===== src/rtl/uart_rx.sv =====
// UART receiver: 2-flop synchronised line, fixed PRESCALE oversampling, single mid-bit sample,
// optional even/odd parity; Data_valid/Par_err/Stp_err strobe one cycle after the stop sample.
module uart_rx #(
    parameter int WIDTH    = 8,
    parameter int PRESCALE = 8
) (
    input  logic             clk,
    input  logic             rst,
    input  logic             RX_in,
    input  logic             Par_en,
    input  logic             Par_type,
    output logic [WIDTH-1:0] P_data,
    output logic             Data_valid,
    output logic             Par_err,
    output logic             Stp_err,
    output logic             Busy
);

    localparam int CW = (PRESCALE > 1) ? $clog2(PRESCALE) : 1;
    localparam int BW = $clog2(WIDTH) + 1;

    localparam logic [CW-1:0] HALF_CNT = CW'(PRESCALE / 2);
    localparam logic [CW-1:0] LAST_CNT = CW'(PRESCALE - 1);
    localparam logic [BW-1:0] LAST_BIT = BW'(WIDTH - 1);

    typedef enum logic [2:0] {
        IDLE,
        START,
        DATA,
        PARITY,
        STOP
    } state_t;

    state_t           state;
    state_t           state_nxt;
    logic [1:0]       sync_q;
    logic             rx_s;
    logic [CW-1:0]    cnt;
    logic [BW-1:0]    bit_cnt;
    logic [WIDTH-1:0] shreg;
    logic             par_en_q;
    logic             par_type_q;
    logic             par_bad;
    logic             smp;
    logic             frame_done;

    // Line is idle-high, so the synchroniser resets to 1 to avoid a false start
    always_ff @(posedge clk or negedge rst) begin
        if (!rst) begin
            sync_q <= 2'b11;
        end else begin
            sync_q <= {sync_q[0], RX_in};
        end
    end

    assign rx_s = sync_q[1];
    assign smp  = (cnt == HALF_CNT);
    assign Busy = (state != IDLE);

    always_ff @(posedge clk or negedge rst) begin
        if (!rst) begin
            state <= IDLE;
        end else begin
            state <= state_nxt;
        end
    end

    always_comb begin
        state_nxt  = state;
        frame_done = 1'b0;
        case (state)
            IDLE: begin
                if (!rx_s) begin
                    state_nxt = START;
                end
            end
            START: begin
                if (smp) begin
                    state_nxt = rx_s ? IDLE : DATA;
                end
            end
            DATA: begin
                if (smp && (bit_cnt == LAST_BIT)) begin
                    state_nxt = par_en_q ? PARITY : STOP;
                end
            end
            PARITY: begin
                if (smp) begin
                    state_nxt = STOP;
                end
            end
            STOP: begin
                if (smp) begin
                    state_nxt  = IDLE;
                    frame_done = 1'b1;
                end
            end
            default: begin
                state_nxt = IDLE;
            end
        endcase
    end

    // Bit timing: cnt wraps every PRESCALE cycles from START entry, sampling at mid-bit
    always_ff @(posedge clk or negedge rst) begin
        if (!rst) begin
            cnt        <= '0;
            bit_cnt    <= '0;
            shreg      <= '0;
            par_en_q   <= 1'b0;
            par_type_q <= 1'b0;
            par_bad    <= 1'b0;
        end else begin
            if (state == IDLE) begin
                cnt     <= '0;
                bit_cnt <= '0;
                par_bad <= 1'b0;
                if (!rx_s) begin
                    par_en_q   <= Par_en;
                    par_type_q <= Par_type;
                end
            end else begin
                cnt <= (cnt == LAST_CNT) ? '0 : cnt + 1'b1;
            end

            if ((state == DATA) && smp) begin
                shreg   <= {rx_s, shreg[WIDTH-1:1]};
                bit_cnt <= bit_cnt + 1'b1;
            end

            if ((state == PARITY) && smp) begin
                par_bad <= (rx_s != ((^shreg) ^ par_type_q));
            end
        end
    end

    // Result strobes land on the first IDLE cycle after the stop sample
    always_ff @(posedge clk or negedge rst) begin
        if (!rst) begin
            P_data     <= '0;
            Data_valid <= 1'b0;
            Par_err    <= 1'b0;
            Stp_err    <= 1'b0;
        end else begin
            Data_valid <= 1'b0;
            Par_err    <= 1'b0;
            Stp_err    <= 1'b0;
            if (frame_done) begin
                if (rx_s && !par_bad) begin
                    P_data     <= shreg;
                    Data_valid <= 1'b1;
                end else begin
                    Stp_err <= !rx_s;
                    Par_err <= par_bad;
                end
            end
        end
    end

endmodule


===== config.mk =====
export PLATFORM = sky130hd
export DESIGN_NAME = uart_rx
export DESIGN_NICKNAME = d
export VERILOG_FILES = /design/src/rtl/uart_rx.sv
export SDC_FILE = /design/constraint.sdc
export NUM_CORES = 1
export LEC_CHECK = 0
export ABC_CLOCK_PERIOD_IN_PS = 2100
export BUFFER_PORTS_ARGS = -buffer_cell sky130_fd_sc_hd__buf_2
export CAP_MARGIN = 10
export CORE_ASPECT_RATIO = 1.75
export CORE_UTILIZATION = 40
export DETAILED_ROUTE_END_ITERATION = 7
export PLACE_DENSITY_LB_ADDON = 0.05
export SLEW_MARGIN = 20
export SYNTH_ARGS = -nofsm -noshare
export SYNTH_HDL_FRONTEND = slang
export SYNTH_SLANG_ARGS = --single-unit

===== constraint.sdc =====
create_clock -name clk -period 2.1 [get_ports clk]
set_clock_uncertainty 0.15 [all_clocks]
set_input_delay 0.315 -clock clk [delete_from_list [all_inputs] [get_ports clk]]
set_output_delay 0.315 -clock clk [all_outputs]
set_load 0.02 [all_outputs]

Word level (Yosys, flattened, before mapping)
Index checks and enable logic that the tools add are counted.
{"block": "totals", "ff_bits": 34, "inputBits": 5, "word_cells": 65}
{"block": "op_classes", "n_addsub": 2, "n_eq_ne": 13, "muxes": 22, "bitwise": 2, "n_reduce_logical": 14}
{"operator": "two-way mux 3 bit", "n": 8}
{"operator": "case mux 3 bit (5 select lines)", "n": 1}
{"operator": "two-way mux 1 bit", "n": 10}
{"operator": "!= test 2 bit (second input constant)", "n": 5}
{"operator": "equality test 3 bit (second input constant)", "n": 3}
{"operator": "two-way mux 4 bit", "n": 2}
{"operator": "parity 8 bit", "n": 1}
{"operator": "equality test 3 x 2 -> 1 bit (second input constant)", "n": 2}
{"operator": "AND reduction 5 bit", "n": 1}
{"operator": "adder 4 x 1 -> 4 bit (second input constant)", "n": 1}
{"operator": "equality test 4 x 3 -> 1 bit (second input constant)", "n": 1}
{"operator": "logical AND 1 bit", "n": 4}
{"operator": "AND reduction 2 bit", "n": 2}
{"operator": "nonzero test 2 bit", "n": 2}
{"operator": "adder 3 x 1 -> 3 bit (second input constant)", "n": 1}
{"operator": "equality test 3 x 1 -> 1 bit (second input constant)", "n": 1}
{"operator": "zero test 3 bit", "n": 1}
{"operator": "nonzero test 3 bit", "n": 1}
{"operator": "zero test 1 bit", "n": 2}
{"operator": "two-way mux 2 bit", "n": 1}
{"operator": "!= test 1 bit", "n": 1}
{"operator": "NOT 1 bit", "n": 1}
{"operator": "XOR 1 bit", "n": 1}

Logic depth before layout (Yosys ltp)
{"block": "depth", "ltp_word": 4, "depth_mapped": 7}

Worst setup path after synthesis
OpenSTA, ideal clock, no wires.
{"block": "synth_timing", "path_kind": "register -> register", "startpoint": "register cnt[0]", "endpoint": "register P_data[0]", "setup_time_ns": 0.125, "arrival_ns": 1.475, "required_time_ns": 1.825, "path_slack_ns": 0.350, "path_stages_with_launch": 7, "n_path_buf": 0, "synth_period_minus_slack_ns": 1.750, "cell_sequence": "dfrtp_1 -> inv_1 -> ha_1 -> and2_4 -> and3_4 -> nand3b_4 -> mux2_4"}
{"block": "synth_via", "elab_chain_cells": 4}
{"item": "from (decl)", "line_no": "38", "source": "logic [CW-1:0] cnt;"}
{"item": "from (signal assigned)", "line_no": "123", "source": "cnt <= (cnt == LAST_CNT) ? '0 : cnt + 1'b1;"}
{"item": "equality test 3 bit", "line_no": "57", "source": "assign smp = (cnt == HALF_CNT);"}
{"item": "two-way mux 1 bit", "line_no": "93", "source": "if (smp) begin"}
{"item": "two-way mux 1 bit", "line_no": "71", "source": "case (state)"}
{"item": "AND reduction 2 bit (no line)"}
{"item": "to (signal assigned)", "line_no": "150", "source": "P_data <= shreg;"}
{"item": "to (decl)", "line_no": "12", "source": "output logic [WIDTH-1:0] P_data,"}
No other way between the ends.
A chain may end at the register's enable or synchronous reset.

Worst setup path after layout
{"block": "layout_timing", "startpoint": "register cnt[0]", "endpoint": "register P_data[6]"}
The elaborated chain is that of the path after synthesis.

==> results_dict.tcl <==
set metrics [dict create \
    outcome "complete, no violations" \
    ys_seq_area_share_pct 53.70 \
    routedLengthMet1_microns 1109 \
    grtUsageTotal_pct 14.91 \
    wl_per_cell_microns 14.10 \
    min_period_over_period_pct 88.41 \
    hold_viol 0 \
    wl_met2_microns 1365 \
    start_util_pct 41.50 \
    worstPathMaxFanout 9 \
    viasPerCell 4.963 \
    slew_viol_final 0 \
    synth_compound_area_share_pct 4.803 \
    wl_microns 2637 \
    synth.avg_cell_area_sq_um 13.58 \
    die_w_microns 49.65 \
    finalCriticalPeriod_ps 1857 \
    placementRows 30 \
    arrival_ps 1870 \
    setup_viol 0 \
    postLayoutCellArea_sq_um 1815 \
    cts_root_buf "clkbuf_8" \
    hpwl_microns 1869 \
    grt_max_degree 35 \
    tns_ps 0 \
    synth-simple-area-share_pct 14.57 \
    vias 928 \
    startpoint_type "flip-flop" \
    synth_warnings 0 \
    post_cts_buffers 0 \
    postPlaceCellArea_sq_um 1713 \
    fmaxAchievable_ghz 0.5386 \
    p_total_w 0.001775 \
    drc 0 \
    critical_path_required_ps 2110 \
    synth_top_family_by_area "multiplexers" \
    area_growth_pct 14.25 \
    grt_first_pass_wirelength_microns 4643 \
    grt_pass1_vias 988 \
    synthCells 117 \
    final_util_pct 47.42 \
    synth-main-ff-cell "dfrtp_1" \
    cts_tree "yes" \
    route.met3.wl_microns 82 \
    io_pins 17 \
    mappedNetlistArea_sq_um 1589 \
    antenna_found_initial 0 \
    firstDrtPassIters 3 \
    cts-hold-fix-buffers 2 \
    chipHeight_microns 85.38 \
    grt.overflow.total 0 \
    synth_fa_ha_area_share_pct 3.150 \
    first_iter_violations 12 \
    vdd_ir_drop_max_uv 651.9 \
    synth_seq_cells 34 \
    diodes 0 \
    htreeDepth 2 \
    synth_cell_types 39 \
    end_kind "flip-flop" \
    gp_congestion 0.7915 \
    ant_nets 0 \
    maxCapViolCount 0 \
    numCtsBuffers 5 \
    die-area_sq_um 4238 \
    power.leakage_nw 0.9820 \
    synth_edf_count 0 \
    cts.path.max_buffers 2 \
    crit_type "reg -> reg" \
    io_buffers 16 \
    clock_latency_ps 280 \
    synth-async-reset-ratio_pct 100.0 \
    yosys-mux-area-fraction_pct 15.83 \
    core_sq_um 3829 \
    relSlewSlack_pct 49.82 \
    power_density_nw_per_um2 977.7 \
    synth_xor_area_share_pct 5.748 \
    clock_sinks 34 \
    rsz0062_at_grt "false" \
    nets 149 \
    clk_pin_slew_ps 70 \
    tightest_slew_ps 752.7 \
    cts-resized-gates 0 \
    syn-num-nets 126 \
    min_path_type "in -> reg" \
    highest_layer "met4" \
    drive_gt1_share_pct 35.97 \
]
-- final timing paths --
| kind | from | end | slack, ps | depth (start not counted) |
|---|---|---|---|---|
| setup / recovery | cnt[0] | P_data[6] | 240 | 6 |
| hold / removal | Par_type | par_type_q | 100 | 2 |
| setup reg to reg | cnt[0] | P_data[6] | 240 | 6 |
| hold reg to reg | sync_q[0] | sync_q[1] | 200 | 0 |
| max in group asynchronous | rst | par_type_q | 830 | 2 |
| min in group asynchronous | rst | P_data[7] | 490 | 2 |
-- metal layers --
layer / up-vias / track usage (%)
li1: 450 / -
met1: 456 / 16.01
met2: 16 / 25.55
met3: 6 / 3.763
met4: 0 / 9.091
met5: - / 0
-- state kept, by name, indices dropped and copies added (netlist names) --
name / flops
Par_err: 1
par_bad: 1
cnt: 3
bit_cnt: 4
Data_valid: 1
sync_q: 2
par_en_q: 1
shreg: 8
state: 3
Stp_err: 1
P_data: 8
par_type_q: 1
-- cells by family (layout without fill, tap and decap cells) --
| kind of cell | after synthesis | in the layout |
|---|---|---|
| AO/OA/AOI/OAI | 12 | 12 |
| XOR/XNOR | 8 | 8 |
| adder cells (fa/ha/maj) | 4 | 4 |
| buffers and inverters | 7 | 29 |
| flip-flops | 34 | 34 |
| multiplexers | 18 | 18 |
| AND/OR/NAND/NOR | 34 | 34 |
-- worst max-delay path, stage by stage, from the launching register on --
cell and delay [ps]:
dfrtp_1 400, inv_1 60, ha_1 220, and2_4 190, and3_4 200, nand3b_4 170, mux2_4 340
-- Yosys cell counts (all sizes together) (3+ instances only) --
cell type  number  area [sq um]
xnor2           6         60.06
nand3           6         30.03
nand2           5         18.77
o21ai           6         30.03
inv             5         18.76
mux2           18         251.5
and2            3         21.27
nor2            7         28.78
dfrtp          32         800.8
ha              4         50.05
-- where the power goes --
part	switching (W)	internal (W)
clock	0.000213	0.000253
combinational	0.000206	0.000224
sequential	0.000123	0.000756
total	0.000542	0.00123
-- cells in the final DEF, fill, tap and decap left out, drive strengths merged, types with 5 or more instances in the layout --
cell	instances
nand2	5
nor2	7
xnor2	6
mux2	18
clkbuf	6
o21ai	6
inv	5
buf	16
nand3	6
dfrtp	32
-- area by class of cell --
class | count | area, sq um
Sequential cell | 34 | 853.3
Tap cell | 48 | 60.06
Clock buffer | 6 | 82.58
Fill cell | 364 | 2013
Inverter | 5 | 18.77
Multi-Input combinational cell | 76 | 700.7
Timing Repair Buffer | 18 | 100.1
-- per-stage QoR --
step / hold WS (ps) / setup WS (ps) / std cells
finish: 103.3 / 243.4 / 187
global route: 109.4 / 90.81 / 187
CTS: 96.16 / 218.5 / 187
detailed placement: 196.9 / 235.8 / 179
global placement: 195.9 / 288.5 / 179
floorplan: -130.6 / 350.1 / 117
Power figures use the tool's default switching activity.
